--- src/rtl/dmem_store_buffer.sv ---
// dmem_store_buffer: store FIFO between the core data port and a single-port RAM.
// Stores retire into the buffer without stalling, loads are forwarded from the
// youngest matching entry, and the one RAM port is shared between load misses
// (higher priority) and draining the oldest buffered store.
module dmem_store_buffer #(
  parameter int DATA_W = 32,
  parameter int ADDR_W = 9,
  parameter int DEPTH  = 4
) (
  input  logic              clk,
  input  logic              reset,
  input  logic              core_wr,
  input  logic              core_rd,
  input  logic [ADDR_W-1:0] core_addr,
  input  logic [DATA_W-1:0] core_wr_data,
  output logic [DATA_W-1:0] core_rd_data,
  output logic              core_stall,
  output logic              mem_wr,
  output logic              mem_rd,
  output logic [ADDR_W-1:0] mem_addr,
  output logic [DATA_W-1:0] mem_wr_data,
  input  logic [DATA_W-1:0] mem_rd_data,
  input  logic              mem_ready,
  output logic              buf_empty
);

  localparam int PTR_W = $clog2(DEPTH);
  localparam int CNT_W = PTR_W + 1;

  typedef enum logic [1:0] {
    IDLE,
    DRAIN,
    LOAD
  } state_t;

  state_t             state_q, state_d;
  logic [PTR_W-1:0]   head_q, head_d;
  logic [PTR_W-1:0]   tail_q, tail_d;
  logic [CNT_W-1:0]   count_q, count_d;
  logic [ADDR_W-1:0]  entry_addr_q [DEPTH];
  logic [ADDR_W-1:0]  entry_addr_d [DEPTH];
  logic [DATA_W-1:0]  entry_data_q [DEPTH];
  logic [DATA_W-1:0]  entry_data_d [DEPTH];

  logic               full;
  logic               is_load;
  logic               hit;
  logic [DATA_W-1:0]  hit_data;
  logic [PTR_W-1:0]   scan_idx;
  logic               load_miss;
  logic               load_done;
  logic               enq;
  logic               deq;

  // Scan valid entries oldest to youngest so the youngest matching store wins.
  always_comb begin
    hit      = 1'b0;
    hit_data = '0;
    scan_idx = '0;
    for (int i = 0; i < DEPTH; i++) begin
      scan_idx = head_q + PTR_W'(i);
      if ((CNT_W'(i) < count_q) && (entry_addr_q[scan_idx] == core_addr)) begin
        hit      = 1'b1;
        hit_data = entry_data_q[scan_idx];
      end
    end
  end

  // Request classification; a simultaneous store and load counts as a store only.
  always_comb begin
    full      = (count_q == CNT_W'(DEPTH));
    is_load   = core_rd && !core_wr;
    load_miss = is_load && !hit;
    load_done = (state_q == LOAD) && mem_ready;
    enq       = core_wr && !full;
    deq       = (state_q == DRAIN) && mem_ready;
  end

  // Next-state for FIFO storage, pointers, occupancy and the RAM port FSM.
  always_comb begin
    head_d       = head_q;
    tail_d       = tail_q;
    count_d      = count_q;
    state_d      = state_q;
    entry_addr_d = entry_addr_q;
    entry_data_d = entry_data_q;

    if (enq) begin
      entry_addr_d[tail_q] = core_addr;
      entry_data_d[tail_q] = core_wr_data;
      tail_d               = tail_q + PTR_W'(1);
    end
    if (deq) begin
      head_d = head_q + PTR_W'(1);
    end
    case ({enq, deq})
      2'b10:   count_d = count_q + CNT_W'(1);
      2'b01:   count_d = count_q - CNT_W'(1);
      default: count_d = count_q;
    endcase

    case (state_q)
      IDLE: begin
        if (load_miss) begin
          state_d = LOAD;
        end else if (count_q != '0) begin
          state_d = DRAIN;
        end
      end
      DRAIN: begin
        if (mem_ready) begin
          if (load_miss) begin
            state_d = LOAD;
          end else if (count_d == '0) begin
            state_d = IDLE;
          end
        end
      end
      LOAD: begin
        if (mem_ready) begin
          state_d = (count_q == '0) ? IDLE : DRAIN;
        end
      end
      default: state_d = IDLE;
    endcase
  end

  // Core and RAM facing outputs, decoded from registered state and current request.
  always_comb begin
    core_rd_data = '0;
    core_stall   = 1'b0;
    mem_wr       = 1'b0;
    mem_rd       = 1'b0;
    mem_addr     = '0;
    mem_wr_data  = '0;
    buf_empty    = (count_q == '0);

    if (is_load) begin
      if (hit) begin
        core_rd_data = hit_data;
      end else if (load_done) begin
        core_rd_data = mem_rd_data;
      end
    end
    core_stall = (core_wr && full) || (load_miss && !load_done);

    if (state_q == DRAIN) begin
      mem_wr      = 1'b1;
      mem_addr    = entry_addr_q[head_q];
      mem_wr_data = entry_data_q[head_q];
    end else if (state_q == LOAD) begin
      mem_rd   = 1'b1;
      mem_addr = core_addr;
    end
  end

  // Control registers; reset drops every pending entry and any RAM request.
  always_ff @(posedge clk) begin
    if (reset) begin
      state_q <= IDLE;
      head_q  <= '0;
      tail_q  <= '0;
      count_q <= '0;
    end else begin
      state_q <= state_d;
      head_q  <= head_d;
      tail_q  <= tail_d;
      count_q <= count_d;
    end
  end

  // Entry payload storage; validity comes from count, so no reset is needed.
  always_ff @(posedge clk) begin
    entry_addr_q <= entry_addr_d;
    entry_data_q <= entry_data_d;
  end

endmodule
--- config.mk ---
export PLATFORM = sky130hd
export DESIGN_NAME = dmem_store_buffer
export DESIGN_NICKNAME = d
export VERILOG_FILES = /design/src/rtl/dmem_store_buffer.sv
export SDC_FILE = /design/constraint.sdc
export NUM_CORES = 1
export LEC_CHECK = 0
export CAP_MARGIN = 15
export CORE_AREA = 2 2 142 144
export DETAILED_ROUTE_END_ITERATION = 10
export DIE_AREA = 0 0 144 146
export PLACE_DENSITY = 0.85
export SLEW_MARGIN = 10
export SYNTH_ARGS = -nofsm -noshare
export SYNTH_HDL_FRONTEND = slang
export SYNTH_SLANG_ARGS = --single-unit
--- constraint.sdc ---
create_clock -name clk -period 5.5 [get_ports clk]
set_input_delay 0.825 -clock clk [delete_from_list [all_inputs] [get_ports clk]]
set_output_delay 0.825 -clock clk [all_outputs]
set_load 0.02 [all_outputs]
Word level (Yosys, flattened, before mapping). Cells that the tools add are included.

Flip-flop bits (word level): 173. Input port bits: 78. Logic and storage cells: 124.

$add $sub $neg: 6. Magnitude comparators: 10. Equality and inequality tests: 13. Muxes and demuxes: 56. Bitwise gates (word level): 5. Reduce and logical (&&, ||, !) cells: 22.

Operator list (number): 32-bit 2-to-1 mux (17); 32-bit binary-select mux with 2-bit select (4); 128-bit bitwise mux (1); 9-bit 2-to-1 mux (11); 9-bit binary-select mux with 2-bit select (4); 32-bit demux with 2-bit select (1); 36-bit bitwise mux (1); 9-bit == test (4); 9-bit demux with 2-bit select (1); 3-bit >= comparator (second input constant) (5); 2-bit NOT with 3-bit output (5); 1-bit logical AND (12); 2-bit 2-to-1 mux (6); 1-bit 2-to-1 mux (8); 3-bit logical NOT (2); 1-bit by 3-bit < comparator with 1-bit output (first input constant) (2); 2-bit by 3-bit < comparator with 1-bit output (first input constant) (2); 3-bit != test (second input constant) (2); 2-bit one-hot mux with 3 select lines (1); 3-bit one-hot mux with 2 select lines (1); 2-bit by 1-bit adder with 2-bit output (second input constant) (2); 2-bit adder (second input constant) (2); 2-bit by 1-bit == test with 1-bit output (second input constant) (2); 2-bit == test (second input constant) (2); 10 further kinds (14).

Longest topological paths before layout.
Word-level depth: 15. Mapped depth: 14. Depth with buffers taken out: 12.

Worst setup path before layout. Ideal clock, no wire load.

Path type: input to output. From: input core_addr[8]. To: output core_rd_data[15]. Arrival time: 3.531 ns. Required time: 4.675 ns. Setup slack: 1.144 ns. Stages on the path: 10. Buffers on the path: 3. Path through: clkbuf_1 xnor2_1 or4b_4 a2111oi_4 a22o_4 nor3_2 nand2b_1 buf_2 buf_6 o31ai_1.

Word-level cells in the longest chain between the ends: 8.

RTL lines: from (decl) (line 14) `input logic [ADDR_W-1:0] core_addr,`; 9-bit == test (line 62) `if ((CNT_W'(i) < count_q) && (entry_addr_q[scan_idx] == core_addr)) begin`; 1-bit logical AND (line 62); 32-bit 2-to-1 mux or 1-bit 2-to-1 mux (tied branches) (4 in series) (line 62); 32-bit 2-to-1 mux * (line 139) `if (hit) begin`; 32-bit 2-to-1 mux * (line 138) `if (is_load) begin`; to (decl) (line 16) `output logic [DATA_W-1:0] core_rd_data,`.

Mark *: on every way between the ends. The rest lies on a longest branch, timed or not.

Worst setup path after layout.
From: input core_addr[0]. To: output core_rd_data[31].

The elaborated chain is that of the path after synthesis.

==> summary.md <==
The flow ran to the end, and the final reports show no timing, DRC or antenna violations. The top fanout value on the critical path was 17; the layout-stage area growth over the synthesis result was 21.0%. The worst-skew pair later-pin latency is 0.43 ns. The top cell types in the final layout, fill and taps aside, are sky130_fd_sc_hd__edfxtp_1 (164), sky130_fd_sc_hd__clkdlybuf4s50_1 (154), sky130_fd_sc_hd__a21oi_1 (117), sky130_fd_sc_hd__mux2i_1 (104), sky130_fd_sc_hd__nand2_1 (104). Counting every net in the synthesized netlist gives 1245. The total negative slack for setup checks is 0 ns, and the count of input and output buffers is 154. Combined global-route utilization of all metal layers: 0.297. The proportion of register bits with asynchronous set or reset after synthesis works out to 0. For this design the top-level I/O count stands at 155. The detailed-routed wire length on met3 is 3.00 mm.

For the setup slack on the worst flop-to-flop path, the log shows 2.37 ns. Clock-pin slew was measured on the worst setup and hold paths at 0.07 ns. By area the synthesized netlist is led by sky130_fd_sc_hd__edfxtp_1 (43%), sky130_fd_sc_hd__mux2i_1 (9.0%), sky130_fd_sc_hd__mux2_2 (6.4%).

Area share of and/or/nand/nor cells after synthesis: 0.129. TritonCTS built the clock tree. In this run the cell area of the synthesized design comes to 11500 um2. In this run the critical register-to-register path is captured at state_q[0]$_SDFFE_PP0P_. The number of cells on the worst reg-to-reg path is 13. The signal arrival time at the worst endpoint came out at 4.46 ns. The run gives 0.722 as the final core area utilization. The end point of the critical path was core_rd_data[31]. The netlist uses 55 different library cells. After synthesis the netlist holds a flip-flop and latch count of 173. For the first-pass detailed-route iteration total, the log shows 5. The smallest clock period supported by the final layout is computed as 5.28 ns. Counting the buffers created by CTS gives 17. The tools report the number of hold-slack violations in the final timing report as 0. The logs give 2 for the largest buffer count on any clock path and 0.442 for the sequential cell area fraction in the yosys report. The mean instance size in the synthesized netlist is 9.97 um2. The hold buffer count at CTS was 0; the ratio of routed vias to standard cells was 6.36.

The die is 146 um tall. The mux cell area share after synthesis is 0.181. The count of mapped cells out of synthesis is 1157. The initialized floorplan defines 51 standard-cell rows. For the max-capacitance violation count, the log shows 0.

Summed over all layers, the global routing overflow is 0. XOR/XNOR share of the synthesized area: 0.0281. The global-route wire length before repair came out at 48.5 mm. Summing all non-filler instances in the final layout gives an area of 14000 um2. At the pin with the least slew margin, the transition time is 1.04 ns. Among all flip-flop cells after synthesis, the most frequent one is sky130_fd_sc_hd__edfxtp_1. The area fraction of the dominant cell type after synthesis works out to 0.427. Summed over all nets, wire length on met2 after detailed routing comes to 15.4 mm. The fraction of layout instances using a drive strength above 1 is 0.141. The compound-cell area share of the yosys netlist came out at 0.169. For this design, the slowest cell found on the critical path is sky130_fd_sc_hd__clkdlybuf4s50_1.

The worst hold path belongs to the class register to register. The max-slew violation count is 0. The run gives 0.307 as the worst-case headroom to the max-slew limit.

The run gives 2 as the number of antenna violations at the first check in global routing. For this design the static power due to leakage is 4.58 nW. Yosys printed 0 warnings. Setup repair after global routing left no endpoint under its margin.

On the final layout, the worst hold slack is 0.556 ns. The per-cell routed wire length was 20.4 um; the share of synthesized cell area in full adder, half adder and majority cells was 0.0108. After synthesis, the largest family of logic cells by area is multiplexers. The fraction of the cycle the final worst path needs came out at 0.960. The critical path in this run is classified as input port to primary output. The region available for standard cell placement spans 19300 um2. The library cell used most frequently in the layout, excluding fill and tap cells, is sky130_fd_sc_hd__edfxtp_1. Startpoint of the most critical register-to-register path: state_q[1]$_SDFFE_PP0P_.

The library cell with the largest summed area after synthesis is sky130_fd_sc_hd__edfxtp_1. The number of synthesized flops with an enable pin was 164; the post-detailed-route count of antenna-violating nets was 0. Measured along the x axis, the die boundary spans 144 um. For the clock skew, the log shows 0.00696 ns. The final route contains 9885 vias. The initial cell density of the core is 0.597.

The tree built by TritonCTS fans out to 173 sinks. For this block, wires on met1 add up to 12.2 mm. The launching element of the worst setup path is core_addr[0].

Based on the critical path, the design can be clocked at up to 189 MHz. Setup violations remaining at the end of the flow were counted as 0. Power spread over the standard cell area amounts to 255 nW/um2. The highest metal layer carrying signal wires in the routed design is met4. Among the stages of the critical path, the cell type that occurs most often is sky130_fd_sc_hd__clkdlybuf4s50_1. After the last flow step, the layout net total stands at 1363. Die outline area: 21000 um2.

Walking the worst path, the cells encountered are clkdlybuf4s50_1 -> xnor2_1 -> a211oi_1 -> o21ai_1 -> nor3_1 -> nor3_2 -> nand2b_1 -> buf_4 -> o31ai_1 -> clkdlybuf4s50_1. The tools report the required time of the worst setup path as 4.68 ns. At the end of routability-driven placement, the weighted congestion stood at 0.881.

The largest net degree at the start of global routing was 104. The startpoint type of the worst setup path is an input port. The H-tree was split into 4 levels. The number of global-route vias before repair is 9344.

The tools report the placed cell area as 13300 um2. Once detailed placement completed, the half-perimeter wirelength came to 20.3 mm. The first routing iteration left 989 violations.

On the worst path, the slowest cell contributes a delay of 0.86 ns. Worst voltage drop across the vdd grid: 0.229 mV. In this run the clock root is driven by a sky130_fd_sc_hd__clkbuf_16.

STA classifies the critical path endpoint as a primary output. Summed over all layers, the routed wires come to 31.8 mm. In the routed design, unresolved DRC markers number 0.
## stage by stage
| stage | setup slack [ns] | instances | total power, mW |
|---|---|---|---|
| floorplan | 1.14 | 1157 | 2.12 |
| global placement | 0.344 | 1517 | 2.39 |
| detailed placement | 0.264 | 1517 | 2.41 |
| CTS | 0.0669 | 1549 | 3.55 |
| global route | 0.0813 | 1555 | 3.69 |
| finish | 0.219 | 1555 | 3.56 |
## critical path, delay by kind of cell
kind | cells | cell delay [ns]
and+or+nand+nor | 3 | 0.79
buffers and inverters | 3 | 1.77
xor gates and xnor gates | 1 | 0.18
AOI/OAI and AO/OA | 3 | 0.89
## area by class of cell
class | instances | area (um2)
Multi-Input combinational cell | 873 | 6000
Fill cell | 1344 | 5370
Clock inverter | 15 | 148
Timing Repair Buffer | 195 | 1890
Inverter | 15 | 56.3
Sequential cell | 173 | 5110
Antenna cell | 2 | 5.00
Tap cell | 265 | 332
Clock buffer | 17 | 425
## worst min-delay path by stage
stage | endpoint | start | cells after the start
6_report | state_q[1]$_SDFFE_PP0P_ | state_q[1]$_SDFFE_PP0P_ | 1
5_1_grt | state_q[1]$_SDFFE_PP0P_ | state_q[1]$_SDFFE_PP0P_ | 1
4_1_cts | state_q[1]$_SDFFE_PP0P_ | state_q[1]$_SDFFE_PP0P_ | 1
3_5_place_dp | state_q[1]$_SDFFE_PP0P_ | state_q[1]$_SDFFE_PP0P_ | 1
3_3_place_gp | state_q[1]$_SDFFE_PP0P_ | state_q[1]$_SDFFE_PP0P_ | 1
2_1_floorplan | state_q[1]$_SDFFE_PP0P_ | state_q[1]$_SDFFE_PP0P_ | 1
## cell usage after synthesis, drive strengths merged, types with 4 or more instances
library cell and n:
a211o 15, a211oi 18, a21oi 117, a22o 4, a32o 6, a41o 14
and2 35, buf 34, clkbuf 63, dfxtp 9, edfxtp 164, ha 10
inv 15, mux2 66, mux2i 105, mux4 13, nand2 104, nand2b 8
nand3 21, nor2 98, nor2b 11, nor3 13, o21ai 108, o31ai 19
or2 14, or3 6, xnor2 34
## where the power goes
part | switching (mW) | internal (mW)
logic | 0.471 | 0.378
clock network | 0.550 | 0.601
registers | 0.0410 | 1.51
## per-layer routing
metal / track usage / vias to the layer above
li1: - / 4538
met1: 0.387 / 4691
met2: 0.484 / 562
met3: 0.0563 / 94
met4: 0.125 / 0
met5: 0 / -
## registers in the layout (all words and copies together) (netlist names)
name,count
entry_addr_q,36
tail_q,2
count_q,3
state_q,2
head_q,2
entry_data_q,128
## cell families (layout without fill, tap and decap cells)
group                      Yosys count  count (layout)
and+or+nand+nor                    322             322
AOI/OAI and AO/OA                  319             320
muxes                              184             184
DFF                                173             173
buffers and inverters              112             242
xor gates and xnor gates            37              37
adders and majority gates           10              10
other                                0               2
## what timing repair did
item                                    in CTS  in global routing
endpoints found under the setup margin       0                 15
endpoints found under the hold margin        0                  0
gates resized for setup                      0                  1
buffers inserted                             0                  3
No activity file was read; power rests on OpenSTA's default activity.
==> variant 1 (same settings) <==
Set the parameter `DEPTH` to 2 (it was 4).
--- a/src/rtl/dmem_store_buffer.sv
+++ b/src/rtl/dmem_store_buffer.sv
@@ -5,7 +5,7 @@
 module dmem_store_buffer #(
   parameter int DATA_W = 32,
   parameter int ADDR_W = 9,
-  parameter int DEPTH  = 4
+  parameter int DEPTH  = 2
 ) (
   input  logic              clk,
   input  logic              reset,
Check against the original RTL: not equivalent (a bounded check fails within 4 cycles, from zero or initial values and one cycle with reset high).
==> variant 1 against the original RTL <==
Worst setup slack better by 0.40 ns; register-to-register slack better by 0.29 ns; wire length down 48%; clock power down 36%; fmax up 8.3%; cell count down 40%; synthesized area down 51%; via count down 50%; cell area down 45%; sequential cell count down 85; total power down 38%; critical endpoint is now core_rd_data[19].
==> variant 1: results (changes against the original RTL) <==
Yosys cell types=41 (was 55); clock latency on the worst-skew pair=0.34 ns (was 0.43 ns); H-tree levels=3 (was 4); number of flops mapped to enable cells by yosys=82 (was 164); Mapped Nets=627 (was 1245); largest cells by area after synthesis=edfxtp_1 44%, mux2i_1 5.3%, nand2_1 4.3% (was edfxtp_1 43%, mux2i_1 9.0%, mux2_2 6.4%); WP data arrival=4.05 ns (was 4.46 ns); per-cell routed wire length=17.5 um (was 20.4 um); first-pass GRT wire length=25.1 mm (was 48.5 mm); fillers=1866 (was 1344); largest registers=entry_data_q: 64 flops, entry_addr_q: 18 flops (was entry_data_q: 128 flops, entry_addr_q: 36 flops, count_q: 3 flops); Worst slew margin=25.1% (was 30.7%); largest net degree at the start of global routing=65 (was 104); pre-CTS WS=0.646 ns (was 0.264 ns); outcome=complete, no violations (unchanged); DR vias/cell=5.26 (was 6.36); CTS Buf Count=9 (was 17); post-synthesis mux area share=5.82% (was 18.1%); nets=750 (was 1363); Compound-Gate Fraction of Synth Area=21.3% (was 16.9%); DRT iter0 DRCs=318 (was 989); syn_area_per_cell=10.4 sq um (was 9.97 sq um); Worst path max stage delay=0.62 ns (was 0.86 ns); share of layout cells above drive strength 1=6.99% (was 14.1%); Synth Area in XOR/XNOR=3.11% (was 2.81%); routability cong.=0.742 (was 0.881); HPWL after DPL=11.2 mm (was 20.3 mm); most frequent cells after synthesis=82 x edfxtp_1, 64 x nand2_1, 30 x mux2i_1 (was 164 x edfxtp_1, 117 x a21oi_1, 104 x mux2i_1, 104 x nand2_1, 103 x o21ai_0); Crit Path Max Fanout=37 (was 17); # diodes=0 (was 2); sequential fraction of the synthesis area=45.8% (was 44.2%); vias in the first global route=4857 (was 9344); Setup Skew=0.00806 ns (was 0.00696 ns); maximum VDD drop=173 uV (was 229 uV); adder-cell share of the synthesized area=1.11% (was 1.08%)
-- variant 1: cell types whose count changed in the layout (fill, tap and decap cells not counted), sizes merged, moves of 27 or more --
cell,delta
buf,-27
mux2i,-73
edfxtp,-82
nand2,-40
and2,-34
o21ai,-98
nor2,-78
a21oi,-93
mux2,-66
-- variant 1: where the power goes --
part / switching [W] / internal (W) / leakage, nW
logic: 0.000345 / 0.000260 / 1.47
registers: 0.0000438 / 0.000816 / 0.815
clock network: 0.000247 / 0.000491 / 0.174
total: 0.000635 / 0.00157 / 2.45
-- variant 1: worst paths after layout --
kind,startpoint,endpoint,slack (ns),depth (start not counted)
setup reg to reg,state_q[1]$_SDFFE_PP0P_,state_q[0]$_SDFFE_PP0P_,2.66,11
hold / removal,state_q[1]$_SDFFE_PP0P_,state_q[1]$_SDFFE_PP0P_,0.58,1
setup / recovery,core_addr[2],core_rd_data[19],0.62,8
hold reg to reg,state_q[1]$_SDFFE_PP0P_,state_q[1]$_SDFFE_PP0P_,0.58,1
-- variant 1: cells by family (layout without fill, tap and decap cells) --
logic type / after synthesis / count (layout)
adders and majority gates: 5 / 5
and+or+nand+nor: 175 / 175
muxes: 32 / 32
DFF: 88 / 88
AOI/OAI and AO/OA: 150 / 150
buffers and inverters: 74 / 202
xor gates and xnor gates: 20 / 20
-- variant 1: cell type report --
class | count | area share (%)
Inverter | 19 | 0.922
Clock buffer | 11 | 3.01
Tap cell | 265 | 4.28
Sequential cell | 88 | 33.4
Clock inverter | 5 | 1.67
Timing Repair Buffer | 167 | 21.2
Multi-Input combinational cell | 382 | 35.5
-- variant 1: routing by layer --
| layer | GRT usage (%) | part of all wire [%] | vias up |
|---|---|---|---|
| li1 | - | - | 2338 |
| met1 | 19.6 | 43 | 2379 |
| met2 | 25.4 | 48 | 184 |
| met3 | 2.73 | 6.4 | 26 |
| met4 | 6.62 | 2.9 | 0 |
| met5 | 0 | 0 | - |
-- variant 1: worst max-delay path: cells and delay by family --
family                    cells  cell delay [ns]
buffers and inverters         3             1.62
AOI/OAI and AO/OA             2             0.83
and+or+nand+nor               2             0.61
xor gates and xnor gates      1             0.15
-- variant 1: per-stage QoR --
step	power, W	area (sq um)
finish	0.00220	7740
global route	0.00230	7740
CTS	0.00222	7740
detailed placement	0.00148	7380
global placement	0.00147	7380
floorplan	0.00123	5630
==> variant 2 (config.mk and constraints unchanged) <==
Without the edit above. Make the reset (`reset`) asynchronous in one clocked block.
--- a/src/rtl/dmem_store_buffer.sv
+++ b/src/rtl/dmem_store_buffer.sv
@@ -155,7 +155,7 @@
   end
 
   // Control registers; reset drops every pending entry and any RAM request.
-  always_ff @(posedge clk) begin
+  always_ff @(posedge clk or posedge reset) begin
     if (reset) begin
       state_q <= IDLE;
       head_q  <= '0;
Formal check against the unedited RTL: differs if reset is asserted again (counterexample within 4 cycles, from zero or initial values and one cycle with reset high); with reset held inactive, the same outputs for 4 cycles.
==> variant 2 against the original RTL <==
Hold slack improved by 0.0059 ns; synthesized area is 2.0% higher; cell area is 1.3% higher; wire length up 4.4%; worst setup slack got worse by 0.11 ns; sequential share of layout area is 0.14 points lower; sequential cell count is the same; clock skew decreased by 0.0024 ns; largest cell class unchanged.
Power is not compared: it rests on default switching activity, and its combinational part moved more than twofold at a synthesized area within 25%.
==> variant 2: results (changes against the original RTL) <==
drt pass-1 iters=7 (was 5); R2R Setup Slk=1.89 ns (was 2.37 ns); Setup Skew=0.00457 ns (was 0.00696 ns); Compound-Gate Fraction of Synth Area=19.6% (was 16.9%); min cycle time layout=5.39 ns (was 5.28 ns); first-pass GRT wire length=51.3 mm (was 48.5 mm); # diodes=0 (was 2); Min Hold Slack=0.561 ns (was 0.556 ns); Yosys cell types=51 (was 55); routability cong.=0.883 (was 0.881); FFs w/ async S/R, synth=5.20% (was 0%); Worst path slowest cell=dfrtp_4 (was clkdlybuf4s50_1); Worst slew margin=26.7% (was 30.7%); per-cell routed wire length=21.8 um (was 20.4 um); nets=1334 (was 1363); Placement Cell Area=13500 sq um (was 13300 sq um); initial antenna violation count=0 (was 2); global-route usage over all layers=30.9% (was 29.7%); fillers=1321 (was 1344); critical hold path startpoint=state_q[1]$_DFFE_PP0P_ (was state_q[1]$_SDFFE_PP0P_); r2r endpoint=state_q[0]$_DFFE_PP0P_ (was state_q[0]$_SDFFE_PP0P_); WP data arrival=4.56 ns (was 4.46 ns); Crit Path Max Fanout=20 (was 17); DRT iter0 DRCs=1481 (was 989); most frequent cells after synthesis=164 x edfxtp_1, 137 x mux2i_1, 131 x a21oi_1 (was 164 x edfxtp_1, 117 x a21oi_1, 104 x mux2i_1, 104 x nand2_1, 103 x o21ai_0); outcome=complete, no violations (unchanged); CP Capture Point=core_rd_data[0] (was core_rd_data[31]); Critical path origin=head_q[1]$_DFFE_PP0P_ (was core_addr[0]); share of layout cells above drive strength 1=13.2% (was 14.1%); reg2reg path depth=11 (was 13); post-synthesis instance total=1155 (was 1157); adder-cell share of the synthesized area=1.06% (was 1.08%)
## variant 2: final cells by class
type / count / area [sq um] / share of cell area [%]
clock buffer: 19 / 433 / 3.06
tap: 265 / 332 / 2.34
clock inverter: 13 / 219 / 1.55
multi-input combinational: 851 / 6080 / 43.0
timing repair buffer: 192 / 1880 / 13.3
sequential: 173 / 5160 / 36.5
inverter: 11 / 42.5 / 0.301
## variant 2: logic make-up after synthesis
group | Yosys count
buffers and inverters | 131
adders and majority gates | 10
xor gates and xnor gates | 42
and+or+nand+nor | 260
muxes | 187
DFF | 173
AOI/OAI and AO/OA | 352
## variant 2: metal layers
| metal | vias up | global-route usage, % | part of all wire [%] | wire length [um] |
|---|---|---|---|---|
| li1 | 4590 | - | - | - |
| met1 | 4776 | 42.3 | 39 | 12800 |
| met2 | 756 | 49.1 | 47 | 15500 |
| met3 | 143 | 5.92 | 11 | 3750 |
| met4 | 0 | 11.4 | 3.6 | 1180 |
| met5 | - | 0 | 0 | 0 |
